==> src/rtl/zmod_rx_align_pkg.sv <==
// Shared types and defaults for the Zmod receive word aligner.
package zmod_rx_pkg;

  typedef enum logic [2:0] {
    IDLE,
    SETTLE,
    CHECK,
    LOCKED,
    FAIL
  } rx_align_state_t;

  localparam int         ZMOD_WORD_W     = 8;
  localparam logic [7:0] ZMOD_TRAIN_WORD = 8'h0F;

endpackage

==> src/rtl/zmod_rx_align_slip.sv <==
// In-fabric bitslip: two-word history plus a registered MSB-first barrel select.
// din to dout latency is 3 cycles.
module zmod_rx_slip
  import zmod_rx_pkg::*;
#(
  parameter int W = ZMOD_WORD_W
) (
  input  logic                 clk,
  input  logic                 rstn,
  input  logic [W-1:0]         din,
  input  logic [$clog2(W)-1:0] offset,
  output logic [W-1:0]         dout
);

  logic [W-1:0]   r0_q, r1_q, s_q;
  logic [2*W-1:0] cat_sh;
  logic [W-1:0]   s_d;

  // r1 is the older word, so shifting the pair left by offset slides the window later in the bitstream.
  always_comb begin
    cat_sh = {r1_q, r0_q} << offset;
    s_d    = cat_sh[2*W-1 -: W];
  end

  always_ff @(posedge clk or negedge rstn) begin
    if (!rstn) begin
      r0_q <= '0;
      r1_q <= '0;
      s_q  <= '0;
    end else begin
      r0_q <= din;
      r1_q <= r0_q;
      s_q  <= s_d;
    end
  end

  assign dout = s_q;

endmodule

==> src/rtl/zmod_rx_align.sv <==
// Zmod RX word aligner: hunts for TRAIN by stepping the bitslip offset, then holds lock.
// All status outputs are registered from the next-state decode.
module zmod_rx_align
  import zmod_rx_pkg::*;
#(
  parameter int             W          = ZMOD_WORD_W,
  parameter logic [W-1:0]   TRAIN      = W'(ZMOD_TRAIN_WORD),
  parameter int             MATCH_N    = 4,
  parameter int             SETTLE_CYC = 2
) (
  input  logic                 clk,
  input  logic                 rstn,
  input  logic                 en,
  input  logic [W-1:0]         din,
  input  logic                 align_req,
  output logic [W-1:0]         dout,
  output logic                 dvalid,
  output logic                 aligned,
  output logic                 align_fail,
  output logic [$clog2(W)-1:0] offset
);

  localparam int OW = $clog2(W);

  rx_align_state_t state_q, state_d;
  logic [OW-1:0]   offset_q, offset_d;
  logic [OW-1:0]   tries_q, tries_d;
  logic [3:0]      match_cnt_q, match_cnt_d;
  logic [2:0]      settle_cnt_q, settle_cnt_d;
  logic            aligned_q, aligned_d;
  logic            dvalid_q, dvalid_d;
  logic            fail_q, fail_d;
  logic [W-1:0]    s;

  zmod_rx_slip #(.W(W)) u_slip (
    .clk    (clk),
    .rstn   (rstn),
    .din    (din),
    .offset (offset_q),
    .dout   (s)
  );

  always_comb begin
    state_d      = state_q;
    offset_d     = offset_q;
    tries_d      = tries_q;
    match_cnt_d  = match_cnt_q;
    settle_cnt_d = settle_cnt_q;
    if (!en) begin
      state_d      = IDLE;
      offset_d     = '0;
      tries_d      = '0;
      match_cnt_d  = '0;
      settle_cnt_d = '0;
    end else if (align_req || state_q == IDLE) begin
      state_d      = SETTLE;
      offset_d     = '0;
      tries_d      = '0;
      match_cnt_d  = '0;
      settle_cnt_d = '0;
    end else begin
      case (state_q)
        SETTLE: begin
          if (settle_cnt_q == 3'(SETTLE_CYC - 1)) begin
            state_d      = CHECK;
            settle_cnt_d = '0;
          end else begin
            settle_cnt_d = settle_cnt_q + 3'd1;
          end
        end
        CHECK: begin
          if (s == TRAIN) begin
            match_cnt_d = match_cnt_q + 4'd1;
            if (match_cnt_q == 4'(MATCH_N - 1)) state_d = LOCKED;
          end else if (tries_q == OW'(W - 1)) begin
            state_d = FAIL;
          end else begin
            // Every offset change goes back through SETTLE so the slip pipeline refills first.
            state_d      = SETTLE;
            offset_d     = offset_q + 1'b1;
            tries_d      = tries_q + 1'b1;
            match_cnt_d  = '0;
            settle_cnt_d = '0;
          end
        end
        default: ;
      endcase
    end
    aligned_d = (state_d == LOCKED);
    dvalid_d  = (state_d == LOCKED);
    fail_d    = (state_d == FAIL);
  end

  always_ff @(posedge clk or negedge rstn) begin
    if (!rstn) begin
      state_q      <= IDLE;
      offset_q     <= '0;
      tries_q      <= '0;
      match_cnt_q  <= '0;
      settle_cnt_q <= '0;
      aligned_q    <= 1'b0;
      dvalid_q     <= 1'b0;
      fail_q       <= 1'b0;
    end else begin
      state_q      <= state_d;
      offset_q     <= offset_d;
      tries_q      <= tries_d;
      match_cnt_q  <= match_cnt_d;
      settle_cnt_q <= settle_cnt_d;
      aligned_q    <= aligned_d;
      dvalid_q     <= dvalid_d;
      fail_q       <= fail_d;
    end
  end

  assign dout       = s;
  assign dvalid     = dvalid_q;
  assign aligned    = aligned_q;
  assign align_fail = fail_q;
  assign offset     = offset_q;

endmodule

==> config.mk <==
export PLATFORM = sky130hd
export DESIGN_NAME = zmod_rx_align
export DESIGN_NICKNAME = d
export VERILOG_FILES = /design/src/rtl/zmod_rx_align_pkg.sv /design/src/rtl/zmod_rx_align_slip.sv /design/src/rtl/zmod_rx_align.sv
export SDC_FILE = /design/constraint.sdc
export NUM_CORES = 1
export LEC_CHECK = 0
export CORE_AREA = 2 2 51 88
export DETAILED_ROUTE_END_ITERATION = 10
export DIE_AREA = 0 0 53 90
export PLACE_DENSITY = 0.81
export SYNTH_ARGS = -nofsm -noshare
export SYNTH_HDL_FRONTEND = slang
export SYNTH_SLANG_ARGS = --single-unit
==> constraint.sdc <==
create_clock -name clk -period 3.9 [get_ports clk]
set_input_delay 0.78 -clock clk [delete_from_list [all_inputs] [get_ports clk]]
set_output_delay 0.78 -clock clk [all_outputs]
set_load 0.02 [all_outputs]
Word level (Yosys, flattened, before mapping)
Index checks and enable logic that the tools add are counted.

Latch bits: 0. Bits of input ports: 12. ROM bits: 0. Logic and storage cells: 63. Output and inout bits: 14. Bits in writable memories: 0. Bits in registers: 42. Memories: 0.

$add $sub $neg: 4. Shifts and indexed selects: 1. $mul: 0. Multiplexer cells: 28. Bitwise operators: 0. Div/mod/pow operators: 0. $lt $le $gt $ge: 0. Equality and inequality tests: 15. Reductions and logical operators: 5.

Operator list (count): 3-bit two-way mux (21); 4-bit two-way mux (5); 16-bit by 3-bit left shift with 16-bit output (1); 4-bit inequality test, second input constant (3); 3-bit case mux with 2 select lines (2); 3-bit by 1-bit adder with 3-bit output, second input constant (3); 8-bit by 4-bit equality test with 1-bit output, second input constant (1); 3-bit by 1-bit equality test with 1-bit output, second input constant (2); 3-bit by 2-bit equality test with 1-bit output, second input constant (2); 3-bit equality test, second input constant (2); 3-bit inequality test, second input constant (2); 3-bit AND reduction (2); 4-bit by 1-bit adder with 4-bit output, second input constant (1); 4-bit by 2-bit equality test with 1-bit output, second input constant (1); 4-bit by 1-bit inequality test with 1-bit output, second input constant (1); 3-bit logical NOT (1); 3-bit by 1-bit inequality test with 1-bit output, second input constant (1); 2-bit AND reduction (1); 1-bit logical OR (1).

Logic depth before layout (Yosys ltp)
Depth after elaboration: 7. Gate-level depth with buffers: 7. Gate-level depth less buffers: 6.

Hierarchy
From an unflattened synthesis, not the netlist that was laid out.

Cell total of the unflattened synthesis: 145. Area total of the unflattened synthesis: 1980.6 sq um.

Modules (own cells, without submodules): zmod_rx_align (seq. area each 450.4 sq um, times used 1, cells an instance 100, area an instance 1038.5 sq um); zmod_rx_slip (seq. area each 600.6 sq um, times used 1, cells an instance 45, area an instance 942.2 sq um).

Worst setup path after synthesis
No wires, ideal clock.

Path kind: register to register. Start point: register state_q[2]. End point: register offset_q[2], in the netlist offset[2]. Period minus slack after synthesis: 1763 ps. Setup slack: 2137 ps. Data required time: 3773 ps. Data arrival time: 1637 ps. Setup time: 127 ps. Buffers on the path: 3. Cell stages (with the launch flop): 8. Path through: dfrtp_1 buf_2 or3b_1 buf_2 a211o_1 buf_2 o21ai_0 a21oi_1.

Longest elaborated chain between the ends: 4. Elaborated cells between the ends (all ways): 9. Classes of those cells: eq/ne (4); mux (2); reduce/logical (3).

RTL lines: from (decl) (RTL line zmod_rx_align.sv:25) `rx_align_state_t state_q, state_d;`; from (signal assigned) (RTL line zmod_rx_align.sv:105) `state_q <= state_d;`; 3-bit logical NOT (RTL line zmod_rx_align.sv:55) `end else if (align_req || state_q == IDLE) begin`; 1-bit logical OR (RTL line zmod_rx_align.sv:55); 3-bit by 1-bit inequality test with 1-bit output (no source line) (tied with other cells); 3-bit AND reduction (no source line) / 3-bit two-way mux (equally long branches); to (signal assigned) (RTL line zmod_rx_align.sv:106) `offset_q <= offset_d;`; to (decl) (RTL line zmod_rx_align.sv:26) `logic [OW-1:0] offset_q, offset_d;`.

Parallel ways exist; a longest one is shown, timed or not. A chain may end at the register's enable or synchronous reset.

Worst setup path in the final report
Start point: register offset_q[1], in the netlist offset[1]. End point: output offset[1].

RTL lines: to (decl) (RTL line zmod_rx_align.sv:20) `output logic [$clog2(W)-1:0] offset`.

No word-level cell between the ends.

==> impl_metrics.ini <==
[outcome]
status = completed

[yosys]
synth-seq-cells = 42
ys_seq_area_share_pct = 53.8
syn_avg_cell_area_um2 = 11.0
async_flop_share_pct = 100
ys_top_cells_by_area = dfrtp_1 54%, mux2i_1 7.7%, mux2_2 3.5%
syn_nets = 194
netlist_instances = 178
synth_top_area_share_pct = 53.8
synthFlopType = dfrtp_1
yosysTopAreaCell = dfrtp_1
synth_edf_count = 0
synth.distinct_cells = 41
syn_area_mm2 = 0.00195
synth_warnings = 0

[timing]
skew_ns = 0.0108
tightestPinTransition_ns = 0.879
fin_crit_ns = 2.64
rsz0062_at_grt = no
slew_violations = 0
hold_viol_final = 0
final.setup.tns_ns = 0
fin_crit_sh_pct = 67.7
relSlewSlack_pct = 41.4
fmax_mhz = 379
setup_viol = 0

[global_route]
grt_overflow_total = 0
antenna_found_initial = 0
grt_pass1_wl_um = 6030
grt_pass1_vias = 1390
grt_max_degree = 43
grtUsageTotal_pct = 17.2

[placed_design]
dp_hpwl_um = 2600
portBuffers = 25
gp_congestion = 0.894

[clocking]
postCtsHoldBufs = 0
clock_latency_ns = 0.29
post_cts_buffers = 0
cts.sinks = 42
htreeDepth = 2
cts.path.max_buffers = 2
ctsResizeCount = 0
clockRootBuffer = clkbuf_8
clk_pin_slew_worst_paths_ns = 0.08
cts_buffers = 5
tritoncts = done

[floorplan]
die_x_um = 53
core_mm2 = 0.00407
ios = 26
die_area_mm2 = 0.00477
die_h_um = 90
initial_core_util_pct = 47.9
core.rowCount = 31

[finish]
regArea_mm2 = 0.00105
antenna_cells = 0
drive_gt1_share_pct = 9.64
finish.utilization_pct = 56.8
nets = 213
multiInputGateArea_um2 = 832
synthToLayoutAreaGrowth_pct = 18.5
fillers = 364

[critical_path]
crit_slowest_cell = dfrtp_1
critPathKind = reg2out
cp.required_ns = 3.12
crit_path_end_kind = output port
cp_max_fo = 16
max_stage_delay_ns = 0.82
crit_family = flip-flops
cp.buffers_inverters = 1
arrival_ns = 1.86
startpoint_type = flip-flop
path_cells = clkdlybuf4s50_1

[pwr]
finalPower_uw = 860
leakage_nw = 0.943
pwr_density_cell_mw_per_mm2 = 372
peakVddDrop_mv = 0.318

[routing]
detail_route.wl_per_cell_um = 14.8
ant_nets = 0
routed_wl_um = 3640
wl_met1_um = 1350
drtPass1Iterations = 4
top_layer = met4
wl_met3_um = 124
drtIter0Drc = 27
route.detailed.drc = 0
dr_wl_met2_um = 2100
vias = 1391
vias_per_cell = 5.65

[flow_run]
drv_cap = 0

[min_path]
hold_path_class = reg2reg
## metal layers
| layer | vias up | global-route usage [%] |
|---|---|---|
| met5 | - | 0 |
| li1 | 667 | - |
| met3 | 6 | 4.15 |
| met4 | 0 | 7.69 |
| met1 | 686 | 18.3 |
| met2 | 32 | 30.4 |
## power breakdown
group / switching [mW] / internal [mW]
logic: 0.0318 / 0.0282
clock network: 0.137 / 0.205
registers: 0.00939 / 0.449
## synthesized netlist by cell type (2+ instances only)
master and n:
a211oi_1 2, a21oi_1 12, a31oi_1 3, buf_2 4, clkbuf_1 7, dfrtp_1 42, ha_1 4, inv_1 3
mux2_2 6, mux2i_1 15, nand2_1 14, nand2b_1 5, nand3_1 3, nor2_1 11, nor2b_1 2, nor3b_1 5
o21ai_0 13, or3_1 3, xor2_1 2
## area by class of cell
class | count | area share (%)
Inverter | 3 | 0.487
Clock inverter | 1 | 1.30
Multi-Input combinational cell | 120 | 36.0
Clock buffer | 6 | 3.57
Tap cell | 49 | 2.65
Sequential cell | 42 | 45.4
Timing Repair Buffer | 25 | 10.6
## cell families after synthesis
family                   synth area share, %
AND/OR/NAND/NOR                         14.6
XOR/XNOR                               0.898
AO/OA/AOI/OAI                           12.2
multiplexers                            12.3
buffers and inverters                   3.53
flip-flops                              53.8
adder cells (fa/ha/maj)                 2.56
## cells in the final DEF (no fill, tap or decap), drive strengths merged, types with 4 or more instances in the layout
cell and count:
mux2 6, nor3b 5, nand2 14, nor2 11
clkdlybuf4s50 24, clkbuf 6, nand2b 5, a21oi 12
o21ai 13, ha 4, a31oi 4, dfrtp 42
mux2i 15
## registers in the layout (all words and copies together), names as in the netlist, 3 cells and up
signal / cells
offset: 3
u_slip.r1_q: 8
match_cnt_q: 4
settle_cnt_q: 3
u_slip.dout: 8
u_slip.r0_q: 8
state_q: 3
tries_q: 3
## stage by stage
step,worst slack [ns],hold WS (ns),cells,instance area [µm²]
global placement,1.62,0.337,239,2200
floorplan,2.14,0.331,178,1950
CTS,1.26,0.367,246,2310
global route,1.20,0.372,246,2310
detailed placement,1.60,0.351,239,2200
finish,1.26,0.358,246,2310
## path summary, 6_finish.rpt
check / start / to / slack (ns) / cells after the start
max: offset[1] / offset[1] / 1.26 / 1
min: u_slip.r0_q[0] / u_slip.r1_q[0] / 0.36 / 0
max reg2reg: state_q[2] / offset[2] / 1.86 / 4
min reg2reg: u_slip.r0_q[0] / u_slip.r1_q[0] / 0.36 / 0
max in group asynchronous: rstn / settle_cnt_q[1] / 2.74 / 1
min in group asynchronous: rstn / offset[2] / 0.61 / 1
(Power assumes the default switching activity.)
